==> config.mk <==
export PLATFORM = sky130hd
export DESIGN_NAME = sfx_sequencer_flat
export DESIGN_NICKNAME = d
export VERILOG_FILES = /design/src/rtl/audio_pkg.sv /design/src/rtl/sfx_sequencer_if.sv /design/src/rtl/tone_gen.sv /design/src/rtl/sfx_sequencer.sv /design/src/flat_wrapper.sv
export SDC_FILE = /design/constraint.sdc
export NUM_CORES = 1
export LEC_CHECK = 0
export ABC_CLOCK_PERIOD_IN_PS = 3560
export CAP_MARGIN = 20
export CORE_MARGIN = 4
export CORE_UTILIZATION = 60
export CTS_BUF_LIST = sky130_fd_sc_hd__clkbuf_4 sky130_fd_sc_hd__clkbuf_8
export DETAILED_ROUTE_END_ITERATION = 10
export DONT_BUFFER_PORTS = 1
export GPL_TIMING_DRIVEN = 0
export PLACE_DENSITY = 0.77
export SETUP_SLACK_MARGIN = 0.15
export SYNTH_ARGS = -nofsm -noshare
export SYNTH_HDL_FRONTEND = slang
export SYNTH_SLANG_ARGS = --single-unit
==> constraint.sdc <==
create_clock -name clk -period 3.56 [get_ports clk]
set_input_delay 0.178 -clock clk [delete_from_list [all_inputs] [get_ports clk]]
set_output_delay 0.178 -clock clk [all_outputs]
set_load 0.05 [all_outputs]
==> src/rtl/audio_pkg.sv <==
// audio_pkg: shared constants for the sound-effect sequencer.
// Note codes, tone half-periods, effect ROM layout and FSM states.
package audio_pkg;

  localparam int CNT_W = 25;
  localparam int HP_W  = 18;

  typedef logic [3:0] note_t;

  localparam note_t N_REST = 4'd0;
  localparam note_t N_D5   = 4'd1;
  localparam note_t N_D6   = 4'd2;
  localparam note_t N_D7   = 4'd3;
  localparam note_t N_C1   = 4'd4;
  localparam note_t N_C2   = 4'd5;
  localparam note_t N_C3   = 4'd6;

  localparam logic [HP_W-1:0] HP_D5 = 18'd255102;
  localparam logic [HP_W-1:0] HP_D6 = 18'd227273;
  localparam logic [HP_W-1:0] HP_D7 = 18'd202429;
  localparam logic [HP_W-1:0] HP_C1 = 18'd191204;
  localparam logic [HP_W-1:0] HP_C2 = 18'd170358;
  localparam logic [HP_W-1:0] HP_C3 = 18'd151745;

  typedef enum logic [1:0] {
    FX_WIN   = 2'd0,
    FX_ERR   = 2'd1,
    FX_CLICK = 2'd2,
    FX_BG    = 2'd3
  } fx_t;

  localparam logic [3:0] WIN_START   = 4'd0;
  localparam logic [3:0] WIN_LEN     = 4'd4;
  localparam logic [3:0] ERR_START   = 4'd4;
  localparam logic [3:0] ERR_LEN     = 4'd3;
  localparam logic [3:0] CLICK_START = 4'd7;
  localparam logic [3:0] CLICK_LEN   = 4'd1;
  localparam logic [3:0] BG_START    = 4'd8;
  localparam logic [3:0] BG_LEN      = 4'd8;
  localparam logic       BG_LOOP     = 1'b1;

  typedef enum logic [1:0] {
    ST_IDLE,
    ST_LOAD,
    ST_PLAY,
    ST_GAP
  } state_t;

  function automatic logic [3:0] fx_start(fx_t id);
    unique case (id)
      FX_WIN:   return WIN_START;
      FX_ERR:   return ERR_START;
      FX_CLICK: return CLICK_START;
      FX_BG:    return BG_START;
    endcase
  endfunction

  function automatic logic [3:0] fx_len(fx_t id);
    unique case (id)
      FX_WIN:   return WIN_LEN;
      FX_ERR:   return ERR_LEN;
      FX_CLICK: return CLICK_LEN;
      FX_BG:    return BG_LEN;
    endcase
  endfunction

  function automatic logic [3:0] fx_last(fx_t id);
    return 4'(fx_start(id) + fx_len(id) - 4'd1);
  endfunction

  function automatic logic fx_loops(fx_t id);
    return (id == FX_BG) ? BG_LOOP : 1'b0;
  endfunction

endpackage

==> src/rtl/sfx_sequencer_if.sv <==
// sfx_sequencer_if: game-FSM side request bundle and audio status.
// master = game control, slave = sequencer.
interface sfx_sequencer_if;
  import audio_pkg::*;

  logic [3:0]      req;
  logic            bg_en;
  logic            mute;
  logic            busy;
  logic [1:0]      active_id;
  logic [HP_W-1:0] half_period;
  logic            pwm;

  modport master (
    output req, bg_en, mute,
    input  busy, active_id, half_period, pwm
  );

  modport slave (
    input  req, bg_en, mute,
    output busy, active_id, half_period, pwm
  );

endinterface

==> src/rtl/tone_gen.sv <==
// tone_gen: square-wave generator, toggles pwm every half_period+1 clocks.
// Counter and output are held at zero whenever en is low.
module tone_gen
  import audio_pkg::*;
(
  input  logic            clk,
  input  logic            rst,
  input  logic [HP_W-1:0] half_period,
  input  logic            en,
  output logic            pwm
);

  logic [HP_W-1:0] cnt;

  always_ff @(posedge clk or posedge rst) begin
    if (rst) begin
      cnt <= '0;
      pwm <= 1'b0;
    end else if (!en) begin
      cnt <= '0;
      pwm <= 1'b0;
    end else if (cnt == half_period) begin
      cnt <= '0;
      pwm <= ~pwm;
    end else begin
      cnt <= cnt + HP_W'(1);
    end
  end

endmodule

==> src/rtl/sfx_sequencer.sv <==
// sfx_sequencer: prioritised sound-effect player driving one PWM pin.
// Pending requests, note ROM, IDLE/LOAD/PLAY/GAP sequencing.
module sfx_sequencer
  import audio_pkg::*;
#(
  parameter int NOTE_CYCLES = 25_000_000,
  parameter int GAP_CYCLES  = 1_000_000
) (
  input logic           clk,
  input logic           rst,
  sfx_sequencer_if.slave bus
);

  localparam logic [CNT_W-1:0] NOTE_LAST = CNT_W'(NOTE_CYCLES - 1);
  localparam logic [CNT_W-1:0] GAP_LAST  = CNT_W'(GAP_CYCLES - 1);

  state_t          state;
  state_t          state_n;
  logic [2:0]      pend;
  fx_t             act;
  fx_t             sel;
  logic [3:0]      addr;
  logic [CNT_W-1:0] cnt;
  logic            elig;
  logic            preempt;
  logic            note_done;
  logic            gap_done;
  logic            at_last;
  logic            playing;
  logic [2:0]      drop;
  logic [2:0]      clr;
  note_t           note;
  logic [HP_W-1:0] hp;
  logic            tone_en;
  logic            tone_pwm;
  logic            unused_req3;

  assign unused_req3 = bus.req[3];

  // Highest pending one-shot wins; background only when nothing pends.
  always_comb begin
    sel = FX_BG;
    if (pend[0])      sel = FX_WIN;
    else if (pend[1]) sel = FX_ERR;
    else if (pend[2]) sel = FX_CLICK;
  end

  assign elig      = (|pend) || bus.bg_en;
  assign preempt   = (|pend) && (sel < act);
  assign note_done = (cnt == NOTE_LAST);
  assign gap_done  = (cnt == GAP_LAST);
  assign at_last   = (addr == fx_last(act));
  assign playing   = (state == ST_PLAY) || (state == ST_GAP);
  assign drop      = playing ? (3'b001 << act) : 3'b000;
  assign clr       = (state == ST_LOAD) ? (3'b001 << sel) : 3'b000;

  always_ff @(posedge clk or posedge rst) begin
    if (rst) state <= ST_IDLE;
    else     state <= state_n;
  end

  always_comb begin
    state_n = state;
    unique case (state)
      ST_IDLE: if (elig) state_n = ST_LOAD;
      ST_LOAD: state_n = ST_PLAY;
      ST_PLAY, ST_GAP: begin
        if (preempt) begin
          state_n = ST_LOAD;
        end else if (act == FX_BG && !bus.bg_en) begin
          state_n = ST_IDLE;
        end else if (state == ST_PLAY) begin
          if (note_done) state_n = ST_GAP;
        end else if (gap_done) begin
          if (!at_last || fx_loops(act)) state_n = ST_PLAY;
          else if (elig)                 state_n = ST_LOAD;
          else                           state_n = ST_IDLE;
        end
      end
      default: state_n = ST_IDLE;
    endcase
  end

  always_ff @(posedge clk or posedge rst) begin
    if (rst) begin
      pend <= '0;
      act  <= FX_WIN;
      addr <= '0;
      cnt  <= '0;
    end else begin
      pend <= (pend | (bus.req[2:0] & ~drop)) & ~clr;
      unique case (state)
        ST_LOAD: begin
          act  <= sel;
          addr <= fx_start(sel);
          cnt  <= '0;
        end
        ST_PLAY: cnt <= note_done ? '0 : cnt + CNT_W'(1);
        ST_GAP: begin
          if (gap_done) begin
            cnt  <= '0;
            addr <= at_last ? fx_start(act) : addr + 4'd1;
          end else begin
            cnt <= cnt + CNT_W'(1);
          end
        end
        default: cnt <= '0;
      endcase
    end
  end

  always_comb begin
    unique case (addr)
      4'd0:  note = N_C1;
      4'd1:  note = N_C2;
      4'd2:  note = N_C3;
      4'd3:  note = N_C3;
      4'd4:  note = N_D5;
      4'd5:  note = N_REST;
      4'd6:  note = N_D5;
      4'd7:  note = N_C3;
      4'd8:  note = N_C1;
      4'd9:  note = N_D5;
      4'd10: note = N_D6;
      4'd11: note = N_D5;
      4'd12: note = N_D6;
      4'd13: note = N_C1;
      4'd14: note = N_C2;
      4'd15: note = N_REST;
    endcase
  end

  always_comb begin
    unique case (note)
      N_D5:    hp = HP_D5;
      N_D6:    hp = HP_D6;
      N_D7:    hp = HP_D7;
      N_C1:    hp = HP_C1;
      N_C2:    hp = HP_C2;
      N_C3:    hp = HP_C3;
      default: hp = '0;
    endcase
  end

  assign tone_en = (state == ST_PLAY) && (hp != '0);

  tone_gen u_tone (
    .clk         (clk),
    .rst         (rst),
    .half_period (hp),
    .en          (tone_en),
    .pwm         (tone_pwm)
  );

  // Gating with tone_en drops pwm in the very cycle GAP/IDLE is entered.
  always_comb begin
    bus.busy        = (state != ST_IDLE);
    bus.active_id   = act;
    bus.half_period = (state == ST_PLAY) ? hp : '0;
    bus.pwm         = tone_pwm & tone_en & ~bus.mute;
  end

endmodule

==> src/flat_wrapper.sv <==
// flat-port wrapper written by rule: the top's interface ports become plain ports
module sfx_sequencer_flat import audio_pkg::*;
#(
  parameter int NOTE_CYCLES = 25_000_000,
  parameter int GAP_CYCLES  = 1_000_000
)
  (clk, rst, bus_req, bus_bg_en, bus_mute, bus_busy, bus_active_id, bus_half_period, bus_pwm);
  sfx_sequencer_if bus_i ();
  input logic clk;
  input logic rst;
  input wire logic [$bits(bus_i.req)-1:0] bus_req;
  input wire logic [$bits(bus_i.bg_en)-1:0] bus_bg_en;
  input wire logic [$bits(bus_i.mute)-1:0] bus_mute;
  output wire logic [$bits(bus_i.busy)-1:0] bus_busy;
  output wire logic [$bits(bus_i.active_id)-1:0] bus_active_id;
  output wire logic [$bits(bus_i.half_period)-1:0] bus_half_period;
  output wire logic [$bits(bus_i.pwm)-1:0] bus_pwm;
  assign bus_i.req = bus_req;
  assign bus_i.bg_en = bus_bg_en;
  assign bus_i.mute = bus_mute;
  assign bus_busy = bus_i.busy;
  assign bus_active_id = bus_i.active_id;
  assign bus_half_period = bus_i.half_period;
  assign bus_pwm = bus_i.pwm;
  sfx_sequencer #(.NOTE_CYCLES(NOTE_CYCLES), .GAP_CYCLES(GAP_CYCLES)) u_core (.clk(clk), .rst(rst), .bus(bus_i));
endmodule
==> summary.md <==
| Metric | Value |
|---|---|
| Final nets | between 400 and 500 |
| Diode count | 0 |
| CTS root buf | clkbuf_8 |
| Drt first pass iters | 4 |
| RSZ-0062 raised after global routing | true |
| Number of flops mapped to enable cells by yosys | 0 |
| Worst-path fanout max | 10 |
| Ys Warns | 0 |
| Leak | 1.761 nW |
| TritonCTS clock tree | done |
| Worst EP required | 3380 ps |
| Final setup violation count | 0 |
| Port bufs | 0 |
| Largest net degree at the start of global routing | 40 |
| Netlist cell types | 61 |
| Post-synth ARST share | 100.0% |
| Residual DRC count | 0 |
| Core Box Area | 6314 µm² |
| Commonest register cell after synthesis | dfrtp_1 |
| Initial DRC count | 175 |
| Clk buf depth | 2 |
| # fillers | 543 |
| Share of layout cells above drive strength 1 | about an eighth |
| Fin crit period | 3285 ps |
| Setup tns final | 0 ps |
| Post-DR vias/cell | 5.983 |
| CP Launch Type | flop |
| Finished Layout Cells | roughly 540 |
| Final wirelength | 8505 µm |
| Sink Count | 55 |
| Register area share after synthesis | between 30% and 40% |
| Max Freq | 304.5 MHz |
| Average size of a mapped cell | 8.661 µm² |
| Die X | 88.42 µm |
| Outcome | finished, final reports clean |
| DP HPWL | 6266 µm |
| Tot Pwr | between 3 and 4 mW |
| Pwr/cell area | about 860 nW/µm² |
| WL/cell | ~16 µm |
| Clk_skew | 21.47 ps |
| Die Area | 7817 µm² |
| Die Y | 88.42 µm |
| Syn nets | 475 |
| Final critical-path share of the clock period | 92.26% |
| Gr usage total | 23.14% |
| First-pass GRT wire length | ~14000 µm |
| Final hold violations | 0 |
| HP Class | in2reg |
| Vias | 3243 |
| Clock Latency Late Sink | 320 ps |
| Site Rows | 29 |
| Slew Limit Fails | 0 |
| Post-synthesis cell count | 448 |
| Most frequent cells in the layout | nor2_1, dfrtp_1, nand2_1, nor3_1, xor2_1 |
| Area growth syn-to-layout | 8.513% |
| GR Overflow Total | 0 |
| Remaining antenna violation count | 0 |
| Slew HR | approximately 31% |
| CP Capture Type | output pin |
| Commonest non-fill, non-tap cell in the layout | nor2_1 |
| Vias in the first global route | 3177 |
| Peak supply drop | 0.0009844 V |
| Design area | approximately 4200 µm² |
| Htree depth | 2 |
| Clk slew on worst S/H paths | roughly 90 ps |
| CP Class | reg2out |
| GPL Wtd Cong | around 0.88 |
| Slew of the pin with the lowest slew margin | around 1000 ps |
| Initial core utilization | 61.45% |
| Placed instance area | around 4000 µm² |
| Inserted Clock Buffers | 5 |
| Placed cells | 530 |
| Yosys reg bits | 55 |
| Top Ports | 30 |
| MaxCap Viol Count | 0 |
| Initial antenna violation count | 0 |
| CP Data Arrival Time | roughly 3100 ps |
| Netlist Area Pre-Place | 3880 µm² |
-- sequential cells by signal, indices dropped and copies added (netlist names) --
register / flops
u_core.state: 2
u_core.bus.active_id: 2
u_core.u_tone.cnt: 18
u_core.pend: 3
u_core.u_tone.pwm: 1
u_core.cnt: 25
u_core.addr: 4
-- per-layer routing --
| layer | share of wire (%) | up-vias | GRT usage, % |
|---|---|---|---|
| met5 | 0 | - | 0 |
| met4 | 1.6 | 0 | 10.03 |
| met3 | 4.6 | 12 | 3.911 |
| met2 | 49 | 78 | 38.41 |
| met1 | 45 | 1557 | 29.85 |
| li1 | - | 1596 | - |
-- power breakdown --
part	total [mW]	internal [mW]	switching [mW]	leakage, nW
registers	0.866	0.708	0.158	0.736
clock network	0.428	0.214	0.214	0.0587
logic	2.33	0.737	1.59	0.966
total	3.62	1.66	1.96	1.76
-- critical path, cell delays in order (launching register included) --
cell	delay, ps
dfrtp_2	460
inv_1	80
ha_1	330
mux2i_2	260
mux2_4	240
buf_2	230
nor3_1	100
or3_1	350
clkbuf_2	230
nor3b_4	530
-- layout make-up --
| class | count | area [µm²] | share of cell area [%] |
|---|---|---|---|
| multi-input cells | 352 | 2338 | 55.54 |
| flip-flops and latches | 55 | 1379 | 32.75 |
| plain buffers | 27 | 147.6 | 3.507 |
| well taps | 77 | 96.34 | 2.288 |
| repair buffers | 9 | 80.08 | 1.902 |
| clock buffers | 5 | 68.82 | 1.634 |
| inverters | 14 | 52.55 | 1.248 |
| clock inverters | 3 | 47.55 | 1.129 |
-- kinds of logic after synthesis --
| logic type | after synthesis | share of synthesized area [%] |
|---|---|---|
| fa+ha+maj | 19 | 6.127 |
| flops | 55 | 35.47 |
| mux | 9 | 3.063 |
| buf+inv | 41 | 5.095 |
| compound gates | 70 | 12.54 |
| simple gates | 207 | 27.09 |
| xor+xnor | 47 | 10.61 |
-- cell usage after synthesis, types with 2 or more instances --
master    instances  area [µm²]
nor4bb_1          2       20.02
o22ai_1           3       18.77
nor3_1           31       155.2
and4_1            4       35.03
buf_6             3       33.78
or2_2             3       18.77
o22a_1            2       17.52
a21o_1            3       22.52
dfrtp_1          55        1376
a21oi_1          24       120.1
nand2b_1          5       31.28
nor2b_1           2       12.51
nand4b_1          3       26.28
mux2_4            2       30.03
nand2_1          37       138.9
ha_1             19       237.7
clkbuf_1         15       56.30
nand3_1          24       120.1
o21ai_0          14       70.07
nor2_2            2       12.51
and3_1            6       37.54
mux2i_1           3       30.03
a211oi_1          4       30.03
mux2_2            2       22.52
xnor2_1          20       175.2
nor2_1           56       210.2
nor3b_1           2       15.01
inv_1            14       52.55
o31ai_1           3       22.52
buf_4             4       30.03
and2_1            3       18.77
or3_1             2       12.51
nor2_4            2       22.52
xor2_1           27       236.5
nand4_1          15       93.84
buf_2             5       25.02
o211ai_1          2       15.01
nor4_1            2       12.51
-- final timing paths --
kind | to | cells past startpoint | from | slack [ps]
setup / recovery | bus_pwm | 9 | u_core.addr[0] | 280
hold / removal | u_core.pend[0] | 2 | bus_req[0] | 70
setup reg to reg | u_core.u_tone.cnt[11] | 11 | u_core.addr[0] | 570
hold reg to reg | u_core.cnt[0] | 1 | u_core.cnt[0] | 510
max in group asynchronous | u_core.addr[0] | 3 | rst | 2730
min in group asynchronous | u_core.cnt[23] | 2 | rst | 300
-- timing repair --
action,in CTS,in global routing
pin swaps,1,1
setup endpoints to repair,2,3
endpoints found under the hold margin,16,0
gates resized for setup,5,3
buffers inserted,0,2
hold buffers,1,0
-- per-stage QoR --
step | setup slack (ps) | hold slack (ps) | util (%)
2_1_floorplan | 353.9 | 355.9 | -
3_3_place_gp | 137.7 | 384.0 | 63.06
3_5_place_dp | 144.7 | 62.54 | 64.09
4_1_cts | 157.1 | 59.46 | 66.31
5_1_grt | 138.3 | 65.86 | 66.69
6_report | 275.5 | 72.74 | 66.69
Power figures use the tool's default switching activity.
